==> config.mk <==
export PLATFORM = sky130hd
export DESIGN_NAME = peri_ram_stream_rd
export DESIGN_NICKNAME = d
export VERILOG_FILES = /design/src/rtl/peri_ram_pkg.sv /design/src/rtl/peri_skid2.sv /design/src/rtl/peri_ram_stream_rd.sv
export SDC_FILE = /design/constraint.sdc
export NUM_CORES = 1
export LEC_CHECK = 0
export ABC_CLOCK_PERIOD_IN_PS = 4650
export BUFFER_PORTS_ARGS = -buffer_cell sky130_fd_sc_hd__buf_2
export CAP_MARGIN = 40
export CORE_MARGIN = 2
export CORE_UTILIZATION = 56
export CTS_CLUSTER_DIAMETER = 200
export CTS_CLUSTER_SIZE = 16
export DETAILED_ROUTE_END_ITERATION = 7
export GPL_TIMING_DRIVEN = 0
export HOLD_SLACK_MARGIN = 0.03
export MAX_ROUTING_LAYER = met4
export PLACE_DENSITY = 0.8
export SLEW_MARGIN = 5
export SYNTH_ARGS = -nofsm -noshare
export SYNTH_HDL_FRONTEND = slang
export SYNTH_HIERARCHICAL = 1
export SYNTH_SLANG_ARGS = --single-unit
==> constraint.sdc <==
create_clock -name AClkH -period 4.65 [get_ports AClkH]
set_clock_uncertainty 0.15 [all_clocks]
set_input_delay 0.93 -clock AClkH [delete_from_list [all_inputs] [get_ports AClkH]]
set_output_delay 0.93 -clock AClkH [all_outputs]
set_load 0.005 [all_outputs]
==> src/rtl/peri_ram_pkg.sv <==
// Shared definitions for the peripheral RAM stream blocks.
// Provides the pointer and byte widths, their typedefs, and the
// pointer-difference helper used for level accounting.
package peri_ram_pkg;

    localparam int CAddrW = 8;
    localparam int CDataW = 8;

    typedef logic [CAddrW-1:0] TPtr;
    typedef logic [CDataW-1:0] TByte;

    // Unread distance from rd up to wr on the circular buffer, zero-extended.
    function automatic logic [CAddrW:0] PtrDiff(input TPtr wr, input TPtr rd);
        TPtr w_diff;
        w_diff = wr - rd;
        return {1'b0, w_diff};
    endfunction

endpackage

==> src/rtl/peri_skid2.sv <==
// Two-entry push/pop FIFO with occupancy count, clock enable and sync clear.
// The head entry is the registered output; it keeps its last value when the
// FIFO drains so downstream data does not glitch.
// Ports:
//   i_clk, i_rst_n     clock, asynchronous active-low reset
//   i_en               clock enable; 0 freezes all state
//   i_clr              synchronous clear of the count (qualified by i_en)
//   i_push/i_push_data write one byte
//   i_pop              consume the head (only legal when o_valid)
//   o_data, o_valid    head byte and non-empty flag
//   o_cnt              occupancy 0..2
module peri_skid2
    import peri_ram_pkg::*;
(
    input  logic       i_clk,
    input  logic       i_rst_n,
    input  logic       i_en,
    input  logic       i_clr,
    input  logic       i_push,
    input  TByte       i_push_data,
    input  logic       i_pop,
    output TByte       o_data,
    output logic       o_valid,
    output logic [1:0] o_cnt
);

    TByte       r_head;
    TByte       r_tail;
    logic [1:0] r_cnt;
    logic       r_valid;

    // Occupancy, storage and valid flag update.
    always_ff @(posedge i_clk or negedge i_rst_n) begin
        if (!i_rst_n) begin
            r_head  <= '0;
            r_tail  <= '0;
            r_cnt   <= 2'd0;
            r_valid <= 1'b0;
        end else if (i_en) begin
            if (i_clr) begin
                r_cnt   <= 2'd0;
                r_valid <= 1'b0;
            end else begin
                case ({i_push, i_pop})
                    2'b10: begin
                        if (r_cnt == 2'd0) begin
                            r_head <= i_push_data;
                        end else begin
                            r_tail <= i_push_data;
                        end
                        r_cnt   <= r_cnt + 2'd1;
                        r_valid <= 1'b1;
                    end
                    2'b01: begin
                        // With one entry the head simply holds its stale value.
                        if (r_cnt == 2'd2) begin
                            r_head <= r_tail;
                        end else begin
                            r_head <= r_head;
                        end
                        r_cnt   <= r_cnt - 2'd1;
                        r_valid <= (r_cnt == 2'd2);
                    end
                    2'b11: begin
                        if (r_cnt == 2'd2) begin
                            r_head <= r_tail;
                            r_tail <= i_push_data;
                        end else begin
                            r_head <= i_push_data;
                        end
                        r_valid <= 1'b1;
                    end
                    default: begin
                        r_cnt <= r_cnt;
                    end
                endcase
            end
        end else begin
            r_cnt <= r_cnt;
        end
    end

    assign o_data  = r_head;
    assign o_valid = r_valid;
    assign o_cnt   = r_cnt;

endmodule

==> src/rtl/peri_ram_stream_rd.sv <==
// Read-side engine for the 256x8 peripheral dual-port RAM used as a circular
// byte buffer. Issues reads below the writer's pointer, absorbs the one-cycle
// RAM latency in a 2-entry skid FIFO and streams bytes on valid/ready.
// Ports:
//   AClkH, AResetB, AClkHEn  clock, async active-low reset, clock enable
//   AWrPtr                   writer's next-write address
//   AFlush                   drop unread data, pointers jump to AWrPtr
//   ARamAddr / ARamMiso      RAM read address / read data (1-cycle latency)
//   AData, AValid, AReady    output byte stream
//   ARdPtr                   next address to be consumed
//   ALevel                   unread bytes (AWrPtr - ARdPtr)
module peri_ram_stream_rd
    import peri_ram_pkg::*;
(
    input  logic              AClkH,
    input  logic              AResetB,
    input  logic              AClkHEn,
    input  logic [CAddrW-1:0] AWrPtr,
    input  logic              AFlush,
    output logic [CAddrW-1:0] ARamAddr,
    input  logic [CDataW-1:0] ARamMiso,
    output logic [CDataW-1:0] AData,
    output logic              AValid,
    input  logic              AReady,
    output logic [CAddrW-1:0] ARdPtr,
    output logic [CAddrW:0]   ALevel
);

    TPtr        r_iss_ptr;
    TPtr        r_rd_ptr;
    logic       r_pend;
    logic [1:0] w_cnt;
    logic       w_valid;
    logic       w_pop;
    logic       w_room;
    logic       w_issue;
    TPtr        w_ram_addr;

    assign w_pop = w_valid & AReady & AClkHEn;

    // Issue decision. Qualified by enable and reset so that, when idle, the RAM
    // keeps reading the last-issued address and its output stays valid.
    always_comb begin
        w_room  = 1'b0;
        w_issue = 1'b0;
        w_room  = (({1'b0, w_cnt} + {2'b00, r_pend} - {2'b00, w_pop}) < 3'd2);
        if (AResetB && AClkHEn && !AFlush && (r_iss_ptr != AWrPtr) && w_room) begin
            w_issue = 1'b1;
        end else begin
            w_issue = 1'b0;
        end
    end

    // RAM address: the new pointer when issuing, otherwise the previous one.
    always_comb begin
        w_ram_addr = r_iss_ptr;
        if (w_issue) begin
            w_ram_addr = r_iss_ptr;
        end else begin
            w_ram_addr = r_iss_ptr - TPtr'(1'b1);
        end
    end

    // Issue/read pointers and the in-flight flag.
    always_ff @(posedge AClkH or negedge AResetB) begin
        if (!AResetB) begin
            r_iss_ptr <= '0;
            r_rd_ptr  <= '0;
            r_pend    <= 1'b0;
        end else if (AClkHEn) begin
            if (AFlush) begin
                // Flush wins over a simultaneous pop; in-flight byte is dropped.
                r_iss_ptr <= AWrPtr;
                r_rd_ptr  <= AWrPtr;
                r_pend    <= 1'b0;
            end else begin
                if (w_issue) begin
                    r_iss_ptr <= r_iss_ptr + TPtr'(1'b1);
                end else begin
                    r_iss_ptr <= r_iss_ptr;
                end
                if (w_pop) begin
                    r_rd_ptr <= r_rd_ptr + TPtr'(1'b1);
                end else begin
                    r_rd_ptr <= r_rd_ptr;
                end
                r_pend <= w_issue;
            end
        end else begin
            r_pend <= r_pend;
        end
    end

    peri_skid2 u_skid (
        .i_clk       (AClkH),
        .i_rst_n     (AResetB),
        .i_en        (AClkHEn),
        .i_clr       (AFlush),
        .i_push      (r_pend),
        .i_push_data (ARamMiso),
        .i_pop       (w_pop),
        .o_data      (AData),
        .o_valid     (w_valid),
        .o_cnt       (w_cnt)
    );

    assign AValid   = w_valid;
    assign ARamAddr = w_ram_addr;
    assign ARdPtr   = r_rd_ptr;
    assign ALevel   = PtrDiff(AWrPtr, r_rd_ptr);

endmodule

After elaboration in Yosys (flattened, before gate mapping)
Index checks and enable logic that the tools add are counted.

operators by class
  bitwise gates (word level) = 3
  eq/ne operators = 9
  mux-type cells = 18
  $lt $le $gt $ge = 1
  add/sub/neg operators = 8
  reduce and logical (&&, ||, !) cells = 19

operators by type and width
  operator             number
  $mux 8               10
  $pmux 8 s3           1
  $add 8x1->8 const B  2
  $pmux 8 s2           1
  $reduce_and 5->1     2
  $reduce_bool 3->1    3
  $ne 8x8->1           1
  $reduce_and 2->1     4
  $sub 8x1->8 const B  1
  $sub 8x8->8          1
  $eq 2x2->1 const B   3
  $ne 2x1->1 const B   3
  $reduce_bool 2->1    3
  $logic_and 1x1->1    4
  $pmux 2 s2           1
  $add 2x1->3          1
  $lt 3x2->1 const B   1
  $mux 1               3
  $sub 3x1->3          1
  $add 2x1->2 const B  1
  $and 1x1->1          2
  $eq 2x1->1 const B   1
  $logic_not 2->1      1
  $mux 2               1
  other kinds (6)      6

word-level totals
  output and inout bits = 34
  register bits after elaboration = 36
  bits of input ports = 21

Longest topological paths before layout
  depth in word-level cells = 8
  mapped depth = 12
  gate-level depth less buffers = 9

Hierarchy
The synthesis kept the hierarchy.

by module, submodules not included
  module              instances  area an instance (sq um)  cells each  sequential area each (sq um)
  peri_ram_stream_rd  1          1,720.4                   213         425.4
  peri_skid2          1          1,094.8                   103         475.5

Worst setup path after synthesis
No wires, ideal clock.

  path kind = in2out
  start point = input AClkHEn
  end point = output ARamAddr[3]
  path buffers = 3
  path slack = 314 ps
  data arrival time = 3,256 ps
  data required time = 3,570 ps
  cell stages on the path = 12
  cells stage by stage = clkbuf_1 > clkbuf_1 > and3_1 > ha_1 > nand2b_1 > fa_1 > nand4b_1 > nor2_1 > o21ai_2 > buf_4 > nand2_1 > xnor2_1

between the ends
  longest elaborated chain between the ends = 6
  elaborated cells on any way between the ends = 9
  those cells by class = 1 x add/sub; 1 x order compare; 2 x mux; 1 x bitwise; 4 x reduce/logical

ends and longest elaborated chain
  element             RTL line                  RTL
  start: declaration  peri_ram_stream_rd.sv:17  input logic AClkHEn,
  $and 1x1->1         peri_ram_stream_rd.sv:39  assign w_pop = w_valid & AReady & AClkHEn;
  named net w_pop     peri_ram_stream_rd.sv:34  logic w_pop;
  $sub 3x1->3         peri_ram_stream_rd.sv:46  w_room = (({1'b0, w_cnt} + {2'b00, r_pend} - {2'b00, w_pop}) < 3'd2);
  $lt 3x2->1          peri_ram_stream_rd.sv:46
  $logic_and 1x1->1   peri_ram_stream_rd.sv:47  if (AResetB && AClkHEn && !AFlush && (r_iss_ptr != AWrPtr) && w_room) begin
  $mux 1              peri_ram_stream_rd.sv:47
  $mux 8              peri_ram_stream_rd.sv:57  if (w_issue) begin
  end: declaration    peri_ram_stream_rd.sv:20  output logic [CAddrW-1:0] ARamAddr,

The timed path passes the listed nets, and every way through them passes these cells.

Final worst setup path
  start point = input AClkHEn
  end point = output ARamAddr[6]

Same word-level chain as after synthesis.

==> impl_metrics.yaml <==
cells_and_area:
  non_filler_cells_final: 445
  final_cell_area_um2: 3300
  post_route_cells_drive_above_1_share_pct: 25.1
  antennaDiodeCount: 0
  flow.area_growth_from_synthesis_pct: 17.2
  final_nets: 411
logic_synthesis:
  post_synth.cell_area_avg_um2: 8.91
  postSynthCellCount: 316
  yosys_warnings: 6
  post-synth-top-area-cell: "sky130_fd_sc_hd__dfrtp_1"
  sequential_to_total_area_share_from_yosys_stat_pct: 32.0
  yosysMostFrequentCell: "sky130_fd_sc_hd__dfrtp_1"
  ys_types: 64
  synthesis.nets: 350
  most_common_flop_cell_mapped_by_yosys: "sky130_fd_sc_hd__dfrtp_1"
  synth.top_cells.by_count: "sky130_fd_sc_hd__dfrtp_1, sky130_fd_sc_hd__inv_1, sky130_fd_sc_hd__a31oi_1, sky130_fd_sc_hd__nor2_1, sky130_fd_sc_hd__xnor2_1"
  post_synth_main_area_contributors: "sky130_fd_sc_hd__dfrtp_1, sky130_fd_sc_hd__xnor2_1, sky130_fd_sc_hd__ha_1"
  synth_enable_flop_cells: 0
  synth.cell_area_um2: 2820
  ys_async_sr_fraction_pct: 100
  yosys_register_bits: 36
  synth.top_cell.area_share_pct: 32.0
run_status:
  outcome: "completed"
route:
  detail_route.first_pass.iterations: 4
  detail_route.wl_per_cell_um: 15.3
  avgViaCountPerCell: 5.88
  num_vias: 2618
  dr_drc_count: 0
  final_antenna_net_count: 0
  initialDrtViolationCount: 131
  wirelength_um: 6790
sta:
  endpoints_failing_hold: 0
  maxSlewHeadroom_pct: 44.4
  final_worst_path_cycle_share_pct: 95.6
  rsz_0062_raised_after_global_routing: "false"
  max_slew.worst_pin.slew_ps: 835
  period_minus_slack_ps: 4450
  postLayoutSetupSlackWorst_ps: 203
  final-setup-viol-count: 0
  drv_slew: 0
  achievable-frequency_ghz: 0.225
setup_path:
  crit_path_end_kind: "output pin"
  rr_startpoint: "u_skid/o_valid$_DFFE_PN0P_"
  worst-path-buf-inv: 4
  worst_ep_required_time_ps: 3570
  critPathLaunchType: "input port"
  reg2reg_to: "r_iss_ptr[7]$_DFFE_PN0P_"
  cpPeakStageDelay_ps: 490
  worstPathCellList: "buf_2 -> buf_4 -> and3_4 -> ha_1 -> nand2b_1 -> fa_1 -> nand4b_1 -> nor2_2 -> o21ai_2 -> buf_4 -> nand2_1 -> xnor2_1 -> buf_2"
  worstPathArrival_ps: 3370
  worstSetupPathType: "input port to output pin"
  ff2ff_path_depth: 9
  cp_max_delay_cell: "sky130_fd_sc_hd__fa_1"
  cp_top_family: "simple AND/OR/NAND/NOR gates"
  critPathMaxFanout: 19
  worst-r2r-setup-slack_ps: 1780
worst_hold_path:
  hold_path_depth: 1
  holdCritStartpoint: "u_skid/r_tail[2]$_DFFE_PN0P_"
  hold_class: "register to register"
  min_delay_worst_endpoint: "u_skid/r_tail[2]$_DFFE_PN0P_"
global_route:
  grt_start_max_net_pins: 38
  groute.usage.overall_pct: 26.4
  number_of_global_route_vias_before_repair: 2440
  grt_first_pass_wirelength_um: 11200
  grt_antenna_before_repair: 0
  globalRoute.totalOverflow: 0
die:
  floorplan.rows: 25
  die_y_um: 74.9
  start_util_pct: 58.8
  top_level_ports: 55
  die_area_um2: 5610
  core_area_um2: 4790
  die_width_um: 74.9
placement:
  preCtsSetupSlack_ps: -482
  gp_congestion: 0.887
  dpl_cell_area_um2: 3160
  placed_cells: 436
  placement.io_buffers: 53
  dpl.hpwl_um: 4940
power_and_ir_drop:
  power_density_nw_per_um2: 439
  post-layout-total-power_mw: 1.45
  peakVddDrop_uv: 182
  leakagePower_nw: 1.45
clock_tree:
  tritoncts: "yes"
  htree_num_levels: 2
  clk-insertion-delay-late_ps: 290
  clock_sink_total: 36
  cts-hold-fix-buffers: 0
  worst_setup_hold_path_clk_slew_ps: 80
  tritoncts_buffer_count: 5
  ctsRootBufferMaster: "sky130_fd_sc_hd__clkbuf_8"
  cts-root-to-sink-buffers: 2
job:
  max-cap-violations: 0
[area by class of cell]
type,instances,area (um2)
clock buffers,5,68.8
flip-flops and latches,36,901
inverters,25,93.8
clock inverters,3,42.5
multi-input cells,233,1700
repair buffers,55,280
fillers,394,1490
plain buffers,21,125
well taps,67,83.8
[how the worst max path moves through the flow]
stage | from | end | slack (ps) | cells past startpoint
finish | AClkHEn | ARamAddr[6] | 200 | 13
global route | AClkHEn | ARamAddr[7] | 20 | 13
CTS | AClkHEn | ARamAddr[6] | 10 | 14
detailed placement | AClkHEn | ARamAddr[6] | -480 | 14
global placement | AClkHEn | ARamAddr[3] | -470 | 14
floorplan | AClkHEn | ARamAddr[3] | 310 | 12
[metrics by stage]
stage	hold WS [ps]	utilization, %	TNS [ps]
after detailed placement	346	66.1	-3610
after floorplan	331	-	0
after global placement	339	66.1	-3470
after global routing	372	68.9	0
after CTS	364	68.7	0
final	363	68.9	0
[worst register-to-register path: stages (launching register included)]
cell and delay (ps):
sky130_fd_sc_hd__dfrtp_1 430, sky130_fd_sc_hd__and3_4 270, sky130_fd_sc_hd__ha_1 230, sky130_fd_sc_hd__nand2b_1 160, sky130_fd_sc_hd__fa_1 490, sky130_fd_sc_hd__nand4b_1 110, sky130_fd_sc_hd__nor2_2 160, sky130_fd_sc_hd__o21ai_2 130
sky130_fd_sc_hd__or4b_1 550, sky130_fd_sc_hd__o2111ai_1 100
[per-layer routing]
| metal | vias to the layer above | GRT usage, % | share of wire, % |
|---|---|---|---|
| met2 | 76 | 45.5 | 51 |
| met4 | 0 | 7.54 | 1.2 |
| met1 | 1254 | 31.5 | 43 |
| met5 | - | - | 0 |
| li1 | 1280 | - | - |
| met3 | 8 | 4.69 | 4.7 |
[registers in the layout (all words and copies together), names as in the netlist]
signal          flops
r_pend              1
u_skid/r_tail       8
r_iss_ptr           8
u_skid/o_cnt        2
u_skid/o_valid      1
ARdPtr              8
u_skid/o_data       8
[kinds of logic (layout without fill, tap and decap cells)]
| group | after synthesis | count (layout) | synth area share [%] |
|---|---|---|---|
| flip-flops | 36 | 36 | 32.0 |
| buffers and inverters | 47 | 109 | 7.78 |
| multiplexers | 15 | 15 | 5.78 |
| AND/OR/NAND/NOR | 87 | 87 | 17.6 |
| other | 1 | 1 | 0.133 |
| AO/OA/AOI/OAI | 95 | 95 | 23.5 |
| XOR/XNOR | 22 | 22 | 6.84 |
| adder cells (fa/ha/maj) | 13 | 13 | 6.31 |
[what timing repair did]
action | 4_1_cts | 5_1_grt
setup buffers | 0 | 2
endpoints found under the setup margin | 8 | 8
pin swaps | 1 | 1
gates resized for setup | 6 | 2
[layout by cell type, fill, tap and decap left out, types with 11 or more instances in the layout]
cell / n
sky130_fd_sc_hd__nand2_1: 11
sky130_fd_sc_hd__dfrtp_1: 36
sky130_fd_sc_hd__xnor2_1: 19
sky130_fd_sc_hd__a31oi_1: 19
sky130_fd_sc_hd__ha_1: 11
sky130_fd_sc_hd__inv_1: 25
sky130_fd_sc_hd__o21ai_0: 13
sky130_fd_sc_hd__nor2b_1: 14
sky130_fd_sc_hd__nor2_1: 18
sky130_fd_sc_hd__a21oi_1: 11
sky130_fd_sc_hd__buf_2: 56
[where the power goes]
part           internal, mW  switching (mW)
combinational         0.312           0.342
sequential            0.420          0.0879
clock                 0.159           0.126
(Power assumes the default switching activity.)
